==> src/rtl/axil_cfg_router.sv <==
// AXI-Lite slave that decodes a 4 KiB-windowed configuration space and forwards
// one transaction at a time to a simple request/response downstream port.
module axil_cfg_router #(
  parameter logic [31:0] BASE_ADDR = 32'h6000_0000,
  parameter int unsigned TIMEOUT   = 1023
) (
  input  logic        axi_clk,
  input  logic        axi_reset,
  input  logic        awvalid,
  output logic        awready,
  input  logic [31:0] awaddr,
  input  logic        wvalid,
  output logic        wready,
  input  logic [31:0] wdata,
  input  logic [3:0]  wstrb,
  output logic        bvalid,
  input  logic        bready,
  output logic [1:0]  bresp,
  input  logic        arvalid,
  output logic        arready,
  input  logic [31:0] araddr,
  output logic        rvalid,
  input  logic        rready,
  output logic [31:0] rdata,
  output logic [1:0]  rresp,
  output logic        req_valid,
  input  logic        req_ready,
  output logic        req_we,
  output logic [3:0]  req_sel,
  output logic [11:0] req_addr,
  output logic [31:0] req_wdata,
  output logic [3:0]  req_wstrb,
  input  logic        rsp_valid,
  input  logic [31:0] rsp_rdata,
  input  logic        rsp_err,
  output logic        busy
);

  localparam int unsigned TW = $clog2(TIMEOUT + 1);

  localparam logic [1:0] S_IDLE = 2'd0;
  localparam logic [1:0] S_REQ  = 2'd1;
  localparam logic [1:0] S_WAIT = 2'd2;
  localparam logic [1:0] S_RESP = 2'd3;

  localparam logic [1:0] RESP_OKAY   = 2'b00;
  localparam logic [1:0] RESP_SLVERR = 2'b10;
  localparam logic [1:0] RESP_DECERR = 2'b11;

  logic [1:0]    state_q, state_d;
  logic [TW-1:0] timer_q, timer_d;
  logic          prefer_wr_q, prefer_wr_d;
  logic          awready_q, awready_d, wready_q, wready_d, arready_q, arready_d;
  logic          bvalid_q, bvalid_d, rvalid_q, rvalid_d;
  logic [1:0]    bresp_q, bresp_d, rresp_q, rresp_d;
  logic [31:0]   rdata_q, rdata_d;
  logic          req_valid_q, req_valid_d, req_we_q, req_we_d;
  logic [3:0]    req_sel_q, req_sel_d, req_wstrb_q, req_wstrb_d;
  logic [11:0]   req_addr_q, req_addr_d;
  logic [31:0]   req_wdata_q, req_wdata_d;
  logic          busy_q, busy_d;

  logic [31:0]   acc_addr;
  logic          acc_hit, wr_elig, rd_elig, grant_wr, grant_rd;
  logic [TW-1:0] timer_inc;

  // Ready pulses are registered: the cycle they are high is the acceptance cycle.
  assign acc_addr  = awready_q ? awaddr : araddr;
  assign acc_hit   = (acc_addr[31:16] == BASE_ADDR[31:16]) && (acc_addr[15:12] <= 4'd8);
  assign wr_elig   = awvalid && wvalid;
  assign rd_elig   = arvalid;
  assign grant_wr  = wr_elig && (!rd_elig || prefer_wr_q);
  assign grant_rd  = rd_elig && !grant_wr;
  assign timer_inc = timer_q + TW'(1);

  always_comb begin
    state_d     = state_q;
    timer_d     = timer_q;
    prefer_wr_d = prefer_wr_q;
    awready_d   = 1'b0;
    wready_d    = 1'b0;
    arready_d   = 1'b0;
    bvalid_d    = bvalid_q;
    rvalid_d    = rvalid_q;
    bresp_d     = bresp_q;
    rresp_d     = rresp_q;
    rdata_d     = rdata_q;
    req_valid_d = req_valid_q;
    req_we_d    = req_we_q;
    req_sel_d   = req_sel_q;
    req_addr_d  = req_addr_q;
    req_wdata_d = req_wdata_q;
    req_wstrb_d = req_wstrb_q;

    case (state_q)
      S_IDLE: begin
        if (awready_q || arready_q) begin
          req_we_d    = awready_q;
          req_sel_d   = acc_addr[15:12];
          req_addr_d  = acc_addr[11:0];
          req_wdata_d = awready_q ? wdata : 32'd0;
          req_wstrb_d = awready_q ? wstrb : 4'd0;
          if (acc_hit) begin
            req_valid_d = 1'b1;
            state_d     = S_REQ;
          end else begin
            // Decode miss is answered locally, never reaching downstream.
            state_d = S_RESP;
            if (awready_q) begin
              bvalid_d = 1'b1;
              bresp_d  = RESP_DECERR;
            end else begin
              rvalid_d = 1'b1;
              rresp_d  = RESP_DECERR;
              rdata_d  = 32'd0;
            end
          end
        end else if (grant_wr) begin
          awready_d   = 1'b1;
          wready_d    = 1'b1;
          prefer_wr_d = 1'b0;
        end else if (grant_rd) begin
          arready_d   = 1'b1;
          prefer_wr_d = 1'b1;
        end
      end
      S_REQ: begin
        if (req_ready) begin
          req_valid_d = 1'b0;
          timer_d     = '0;
          state_d     = S_WAIT;
        end
      end
      S_WAIT: begin
        if (rsp_valid) begin
          state_d = S_RESP;
          if (req_we_q) begin
            bvalid_d = 1'b1;
            bresp_d  = rsp_err ? RESP_SLVERR : RESP_OKAY;
          end else begin
            rvalid_d = 1'b1;
            rresp_d  = rsp_err ? RESP_SLVERR : RESP_OKAY;
            rdata_d  = rsp_err ? 32'd0 : rsp_rdata;
          end
        end else begin
          timer_d = timer_inc;
          if (timer_inc == TW'(TIMEOUT)) begin
            state_d = S_RESP;
            if (req_we_q) begin
              bvalid_d = 1'b1;
              bresp_d  = RESP_SLVERR;
            end else begin
              rvalid_d = 1'b1;
              rresp_d  = RESP_SLVERR;
              rdata_d  = 32'd0;
            end
          end
        end
      end
      default: begin
        if ((bvalid_q && bready) || (rvalid_q && rready)) begin
          bvalid_d = 1'b0;
          rvalid_d = 1'b0;
          bresp_d  = RESP_OKAY;
          rresp_d  = RESP_OKAY;
          rdata_d  = 32'd0;
          state_d  = S_IDLE;
        end
      end
    endcase

    busy_d = (state_d != S_IDLE);
  end

  always_ff @(posedge axi_clk or posedge axi_reset) begin
    if (axi_reset) begin
      state_q     <= S_IDLE;
      timer_q     <= '0;
      prefer_wr_q <= 1'b1;
      awready_q   <= 1'b0;
      wready_q    <= 1'b0;
      arready_q   <= 1'b0;
      bvalid_q    <= 1'b0;
      rvalid_q    <= 1'b0;
      bresp_q     <= 2'b00;
      rresp_q     <= 2'b00;
      rdata_q     <= 32'd0;
      req_valid_q <= 1'b0;
      req_we_q    <= 1'b0;
      req_sel_q   <= 4'd0;
      req_addr_q  <= 12'd0;
      req_wdata_q <= 32'd0;
      req_wstrb_q <= 4'd0;
      busy_q      <= 1'b0;
    end else begin
      state_q     <= state_d;
      timer_q     <= timer_d;
      prefer_wr_q <= prefer_wr_d;
      awready_q   <= awready_d;
      wready_q    <= wready_d;
      arready_q   <= arready_d;
      bvalid_q    <= bvalid_d;
      rvalid_q    <= rvalid_d;
      bresp_q     <= bresp_d;
      rresp_q     <= rresp_d;
      rdata_q     <= rdata_d;
      req_valid_q <= req_valid_d;
      req_we_q    <= req_we_d;
      req_sel_q   <= req_sel_d;
      req_addr_q  <= req_addr_d;
      req_wdata_q <= req_wdata_d;
      req_wstrb_q <= req_wstrb_d;
      busy_q      <= busy_d;
    end
  end

  assign awready   = awready_q;
  assign wready    = wready_q;
  assign arready   = arready_q;
  assign bvalid    = bvalid_q;
  assign rvalid    = rvalid_q;
  assign bresp     = bresp_q;
  assign rresp     = rresp_q;
  assign rdata     = rdata_q;
  assign req_valid = req_valid_q;
  assign req_we    = req_we_q;
  assign req_sel   = req_sel_q;
  assign req_addr  = req_addr_q;
  assign req_wdata = req_wdata_q;
  assign req_wstrb = req_wstrb_q;
  assign busy      = busy_q;

endmodule

==> config.mk <==
export PLATFORM = sky130hd
export DESIGN_NAME = axil_cfg_router
export DESIGN_NICKNAME = d
export VERILOG_FILES = /design/src/rtl/axil_cfg_router.sv
export SDC_FILE = /design/constraint.sdc
export NUM_CORES = 1
export LEC_CHECK = 0
export CAP_MARGIN = 40
export CORE_ASPECT_RATIO = 0.6
export CORE_MARGIN = 5
export CORE_UTILIZATION = 44
export DETAILED_ROUTE_END_ITERATION = 7
export MAX_ROUTING_LAYER = met4
export PLACE_DENSITY_LB_ADDON = 0.3
export SYNTH_ARGS = -nofsm -noshare
export SYNTH_HDL_FRONTEND = slang
export SYNTH_SLANG_ARGS = --single-unit
export TNS_END_PERCENT = 1
==> constraint.sdc <==
create_clock -name axi_clk -period 5.3 [get_ports axi_clk]
set_input_delay 0.53 -clock axi_clk [delete_from_list [all_inputs] [get_ports axi_clk]]
set_output_delay 0.53 -clock axi_clk [all_outputs]
set_load 0.03 [all_outputs]
==> impl_metrics.tcl, run 1 <==
set metrics [dict create \
    status "finished, final reports clean" \
    drt_pass1_iterations 6 \
    combPwrFrac 0.474 \
    ios 238 \
    fin_crit_sh 0.583 \
    n_fill_cell 759 \
    worstPathCellList "ha_1, nand2_1, or3_4, a2111oi_4, o31ai_1, a21oi_2, o21a_2, buf_16, mux2i_1" \
    syn_area_um2 4850 \
    cp-end-kind "register" \
    yosysWarningCount 0 \
    grt_pass1_vias 4336 \
    seq_area_um2 2700 \
    synth_ff_type "dfrtp_1" \
    die_width_um 146 \
    rsz0062_at_grt "false" \
    critPathRequiredTime_ps 5540 \
    grt_usage 0.218 \
    wl_per_cell_um 17.5 \
    power_switching_mw 1.52 \
    power_leakage_nw 3.21 \
    slew_headroom 0.455 \
    cp_slowest_stage_delay_ps 550 \
    cts_setup_buffers 0 \
    antenna_left 0 \
    viasPerCell 5.09 \
    port_buffers 237 \
    multi_input_comb_area_um2 1870 \
    crit_type "register to register" \
    yosysUniqueCellTypes 47 \
    ys_ff_latch 108 \
    die_h_um 91.4 \
    synth-async-reset-ratio 1.00 \
    clk_pin_slew_ps 70 \
    tightest_slew_ps 817 \
    grt_first_pass_wirelength_um 22600 \
    cts_resized 0 \
    skew_ps 7.84 \
    start_util 0.455 \
    path_max_fanout 18 \
    final_nets 822 \
    swShare 0.390 \
    synth_edf_count 0 \
    routed_wl_um 14400 \
    cts_tree "yes" \
    post-route-drc-count 0 \
    p_int_mw 2.38 \
    antenna_found_initial 0 \
    rows 29 \
    hold_viol 0 \
    ys_seq_area_frac 0.557 \
    hpwl_um 11000 \
    grt_max_degree 69 \
    p_seq_frac 0.329 \
    finalPower_mw 3.90 \
    clock_path_buffers 2 \
    slew_viol_final 0 \
    drive_above_1_share 0.0483 \
    antenna_cells 0 \
    numCtsBuffers 9 \
    dieArea_um2 13300 \
    vias 4188 \
    htreeDepth 3 \
    period_minus_slack_ps 3090 \
    area_delta_synth_final_pct 58.4 \
    cts-root-buf "clkbuf_16" \
    fin_setup_tns_ps 0 \
    core_area_um2 10700 \
    pwr-share-clk 0.197 \
    finalSetupViolCount 0 \
    gp_routability_congestion 0.839 \
    start_kind "register" \
    worstPathArrival_ps 3330 \
    clk_latency_ps 330 \
    drt_iter0_markers 252 \
    critPathSlowestCell "o21a_2" \
    numClockSinks 108 \
    peakVddDrop_mv 0.297 \
    syn_nets 597 \
    overflow 0 \
    hold_path.class "register to register" \
    powerDensity_nw_per_um2 507 \
    synthCells 453 \
    timing.fmax_ghz 0.324 \
    synth.avg_cell_area_um2 10.7 \
    cts_hold_buf 0 \
    maxCapViolations 0 \
]
## worst max-delay path: cells and delay by family, from the launching register on
family / cells / cell delay, ps
simple gates: 2 / 550
fa+ha+maj: 1 / 280
buf+inv: 1 / 250
mux: 1 / 230
flops: 1 / 420
compound gates: 4 / 1260
## metrics by stage
| step | utilization | setup slack (ps) | cells | cell area, µm² | hold WS, ps |
|---|---|---|---|---|---|
| global route | 0.721 | 1980 | 822 | 7690 | 517 |
| CTS | 0.721 | 2200 | 822 | 7690 | 486 |
| detailed placement | 0.688 | 2050 | 806 | 7340 | 469 |
| finish | 0.721 | 2210 | 822 | 7690 | 481 |
| global placement | 0.685 | 1930 | 805 | 7310 | 463 |
| floorplan | - | 1930 | 453 | 4850 | 470 |
## final timing paths
| kind | from | endpoint | slack, ps | cells past startpoint |
|---|---|---|---|---|
| max in group asynchronous | axi_reset | prefer_wr_q$_DFFE_PP1P_ | 3540 | 3 |
| max | timer_q[0]$_DFFE_PP0P_ | rdata[7]$_DFFE_PP0P_ | 2210 | 9 |
| min in group asynchronous | axi_reset | rdata[11]$_DFFE_PP0P_ | 710 | 2 |
| min | req_addr[10]$_DFFE_PP0P_ | req_addr[10]$_DFFE_PP0P_ | 480 | 2 |
| min reg2reg | req_addr[10]$_DFFE_PP0P_ | req_addr[10]$_DFFE_PP0P_ | 480 | 2 |
| max reg2reg | timer_q[0]$_DFFE_PP0P_ | rdata[7]$_DFFE_PP0P_ | 2210 | 9 |
## synth_stat cells (3+ instances only)
cell type,instances,share of area
dfrtp_1,107,0.55
nor2b_1,3,0.0039
inv_1,40,0.031
buf_6,5,0.012
nand2_1,64,0.049
mux2i_1,48,0.099
a22o_1,37,0.067
o21ai_1,17,0.018
o31ai_1,5,0.0077
and3_1,3,0.0039
or4_1,4,0.0062
o21ai_0,17,0.018
xnor2_1,3,0.0054
nand2b_1,3,0.0039
nor2_1,12,0.0093
nand3_1,6,0.0062
clkbuf_1,20,0.015
nor4_1,5,0.0064
a21o_1,4,0.0062
nor3_1,6,0.0062
a21oi_1,10,0.010
## layout by cell type (no fill, tap or decap), drive strengths merged, types with 5 or more instances in the layout
master | synthesis | layout
a22o | 37 | 37
dfrtp | 107 | 107
mux2i | 48 | 48
o21ai | 34 | 34
inv | 40 | 41
nor2 | 12 | 12
o31ai | 5 | 5
nand3 | 6 | 6
nor3 | 6 | 6
nor4 | 5 | 5
nand2 | 64 | 64
clkbuf | 20 | 9
a21oi | 12 | 12
clkdlybuf4s50 | 0 | 237
buf | 9 | 6
## kinds of logic (layout without fill, tap and decap cells)
kind of cell / after synthesis / after routing / synth area share
AOI/OAI and AO/OA: 105 / 105 / 0.154
xor gates and xnor gates: 4 / 4 / 0.00722
adders and majority gates: 2 / 2 / 0.00516
buffers and inverters: 69 / 299 / 0.0621
DFF: 108 / 108 / 0.557
muxes: 50 / 50 / 0.104
and+or+nand+nor: 115 / 115 / 0.111
## layout make-up
class | count | area share
Sequential cell | 108 | 0.352
Timing Repair Buffer | 243 | 0.317
Multi-Input combinational cell | 276 | 0.243
Clock buffer | 9 | 0.0293
Tap cell | 139 | 0.0226
Inverter | 40 | 0.0199
Clock inverter | 7 | 0.0160
## registers in the layout, indices dropped and copies added, names as in the netlist
| register | count |
|---|---|
| req_addr | 12 |
| req_wstrb | 4 |
| timer_q | 10 |
| rdata | 32 |
| rresp | 2 |
| bvalid | 1 |
| rvalid | 1 |
| bresp | 2 |
| state_q | 2 |
| wready | 1 |
| req_wdata | 32 |
| prefer_wr_q | 1 |
| req_we | 1 |
| req_valid | 1 |
| arready | 1 |
| busy | 1 |
| req_sel | 4 |
## layer usage
| layer | GRT usage | wire length (µm) |
|---|---|---|
| met1 | 0.268 | 6020 |
| met2 | 0.341 | 6920 |
| met3 | 0.0841 | 1250 |
| met4 | 0.0536 | 179 |
| met5 | - | 0 |
## power by group through the flow
stage | logic, mW | clock network, mW | registers [mW]
after floorplan | 0.658 | 0 | 1.72
after global placement | 1.80 | 0 | 1.28
after detailed placement | 1.86 | 0 | 1.29
after CTS | 1.87 | 0.794 | 1.28
after global routing | 1.96 | 0.821 | 1.32
final | 1.85 | 0.767 | 1.28
(Power assumes the default switching activity.)
==> run 2: changes to the inputs <==
Settings changed: CORE_UTILIZATION 44 to 41.
Clock period 5.3 ns to 2.9 ns, I/O delays scaled along.
==> impl_metrics.tcl, run 2 (synthesized netlist as in run 1, its figures left out) <==
set metrics [dict create \
    hpwl_um 11700 \
    die_h_um 94.3 \
    cp.buffers_inverters 1 \
    grt_first_pass_wirelength_um 23300 \
    top_usage_layer "met2" \
    tightest_slew_ps 581 \
    skew_ps 10.8 \
    mostFrequentLayoutCells "clkdlybuf4s50_1 (237), dfrtp_1 (105), nand2_1 (64)" \
    fin_ws_ps 185 \
    power_leakage_nw 3.25 \
    cts-root-buf "clkbuf_16" \
    worstPathCellList "ha_2, nand2_1, or3_4, a2111oi_4, o21ai_1, o32a_1, o21a_2, buf_12, mux2i_1" \
    fin_util 0.681 \
    fin_crit_sh 0.936 \
    path_max_fanout 22 \
    slew_viol_final 0 \
    period_minus_slack_ps 2720 \
    drt_iter0_markers 250 \
    use_met2 0.346 \
    slew_headroom 0.613 \
    area_delta_synth_final_pct 60.7 \
    critPathTopFamily "compound AO/OA/AOI/OAI gates" \
    fin_area_um2 7800 \
    numCtsBuffers 9 \
    peakVddDrop_mv 0.475 \
    status "finished, final reports clean" \
    hold_path.class "input pin to asynchronous set/reset pin" \
    n_fill_cell 849 \
    viasPerCell 5.03 \
    overflow 0 \
    cts_tree "yes" \
    grtUsageMet3 0.0786 \
    start_util 0.424 \
    wl_per_cell_um 17.8 \
    crit_type "register to register" \
    maxCapViolations 0 \
    dieArea_um2 14200 \
    drive_above_1_share 0.0596 \
    final_nets 827 \
    drt_pass1_iterations 4 \
    rows 30 \
    antenna_found_initial 0 \
    clock_path_buffers 2 \
    grt_pass1_vias 4518 \
    rsz0062_at_grt "false" \
    cts_hold_buf 0 \
    final_common_cell "clkdlybuf4s50_1" \
    powerDensity_nw_per_um2 927 \
    port_buffers 237 \
    hold_viol 0 \
    routed_wl_um 15100 \
    placed_area_um2 7440 \
    post-route-drc-count 0 \
    grt_max_degree 109 \
    dp_slack_ps 106 \
    gp_routability_congestion 0.850 \
    core_area_um2 11400 \
    die_width_um 150 \
    antenna_left 0 \
    antenna_cells 0 \
    critPathSlowestCell "dfrtp_2" \
    cp_slowest_stage_delay_ps 410 \
    clk_pin_slew_ps 80 \
    fin_setup_tns_ps 0 \
    critPathRequiredTime_ps 3160 \
    finalPower_mw 7.23 \
    cp-end-kind "register" \
    vias 4264 \
    finalSetupViolCount 0 \
    numClockSinks 108 \
    grt_usage 0.216 \
    htreeDepth 3 \
    grtUsageMet1 0.268 \
    clk_latency_ps 340 \
    start_kind "register" \
    ios 238 \
    worstPathArrival_ps 2970 \
    timing.fmax_ghz 0.368 \
]
## run 2: changes by cell type in the layout (fill, tap and decap cells not counted), sizes merged
cell,previous run,this run
buf,6,11
clkbuf,9,10
clkinvlp,2,1
## run 2: worst reg2reg max path: stages, from the launching register on
cell,delay [ps]
dfrtp_2,410
ha_2,240
nand2_1,150
or3_4,380
a2111oi_4,380
o21ai_1,150
o32a_1,370
o21a_2,170
buf_12,180
mux2i_1,200
## run 2: layout make-up
class / count / area (µm²) / share of cell area
well taps: 160 / 200 / 0.0257
clock inverters: 6 / 116 / 0.0149
repair buffers: 248 / 2510 / 0.322
inverters: 40 / 154 / 0.0197
clock buffers: 10 / 239 / 0.0306
multi-input cells: 276 / 1870 / 0.240
flip-flops and latches: 108 / 2710 / 0.347
## run 2: metrics by stage
step           cells  hold WS, ps
5_1_grt          848          488
6_report         848          454
3_3_place_gp     831          464
4_1_cts          848          486
3_5_place_dp     832          469
2_1_floorplan    453          423
## run 2: what timing repair did
| action | CTS | global route |
|---|---|---|
| endpoints found under the setup margin | 0 | 31 |
| buffers inserted | 0 | 0 |
| gates resized for setup | 0 | 3 |
## run 2: path summary, 6_finish.rpt
path,from,end,slack [ps],cells after the start
setup / recovery,timer_q[0]$_DFFE_PP0P_,rdata[26]$_DFFE_PP0P_,180,9
hold / removal,axi_reset,rdata[18]$_DFFE_PP0P_,450,3
setup reg to reg,timer_q[0]$_DFFE_PP0P_,rdata[26]$_DFFE_PP0P_,180,9
hold reg to reg,req_addr[8]$_DFFE_PP0P_,req_addr[8]$_DFFE_PP0P_,480,2
max in group asynchronous,axi_reset,timer_q[1]$_DFFE_PP0P_,1980,3
min in group axi_clk,req_addr[8]$_DFFE_PP0P_,req_addr[8]$_DFFE_PP0P_,480,2
## run 2: report_power, final
| part | switching [mW] | leakage (nW) | internal, mW |
|---|---|---|---|
| combinational | 1.88 | 1.66 | 1.55 |
| sequential | 0.368 | 1.43 | 1.99 |
| clock | 0.564 | 0.174 | 0.876 |
## run 2: layer usage
metal  share of wire  up-vias
li1                -     2023
met4          0.0088        0
met3            0.10       14
met5               0        -
met2            0.48      154
met1            0.41     2073
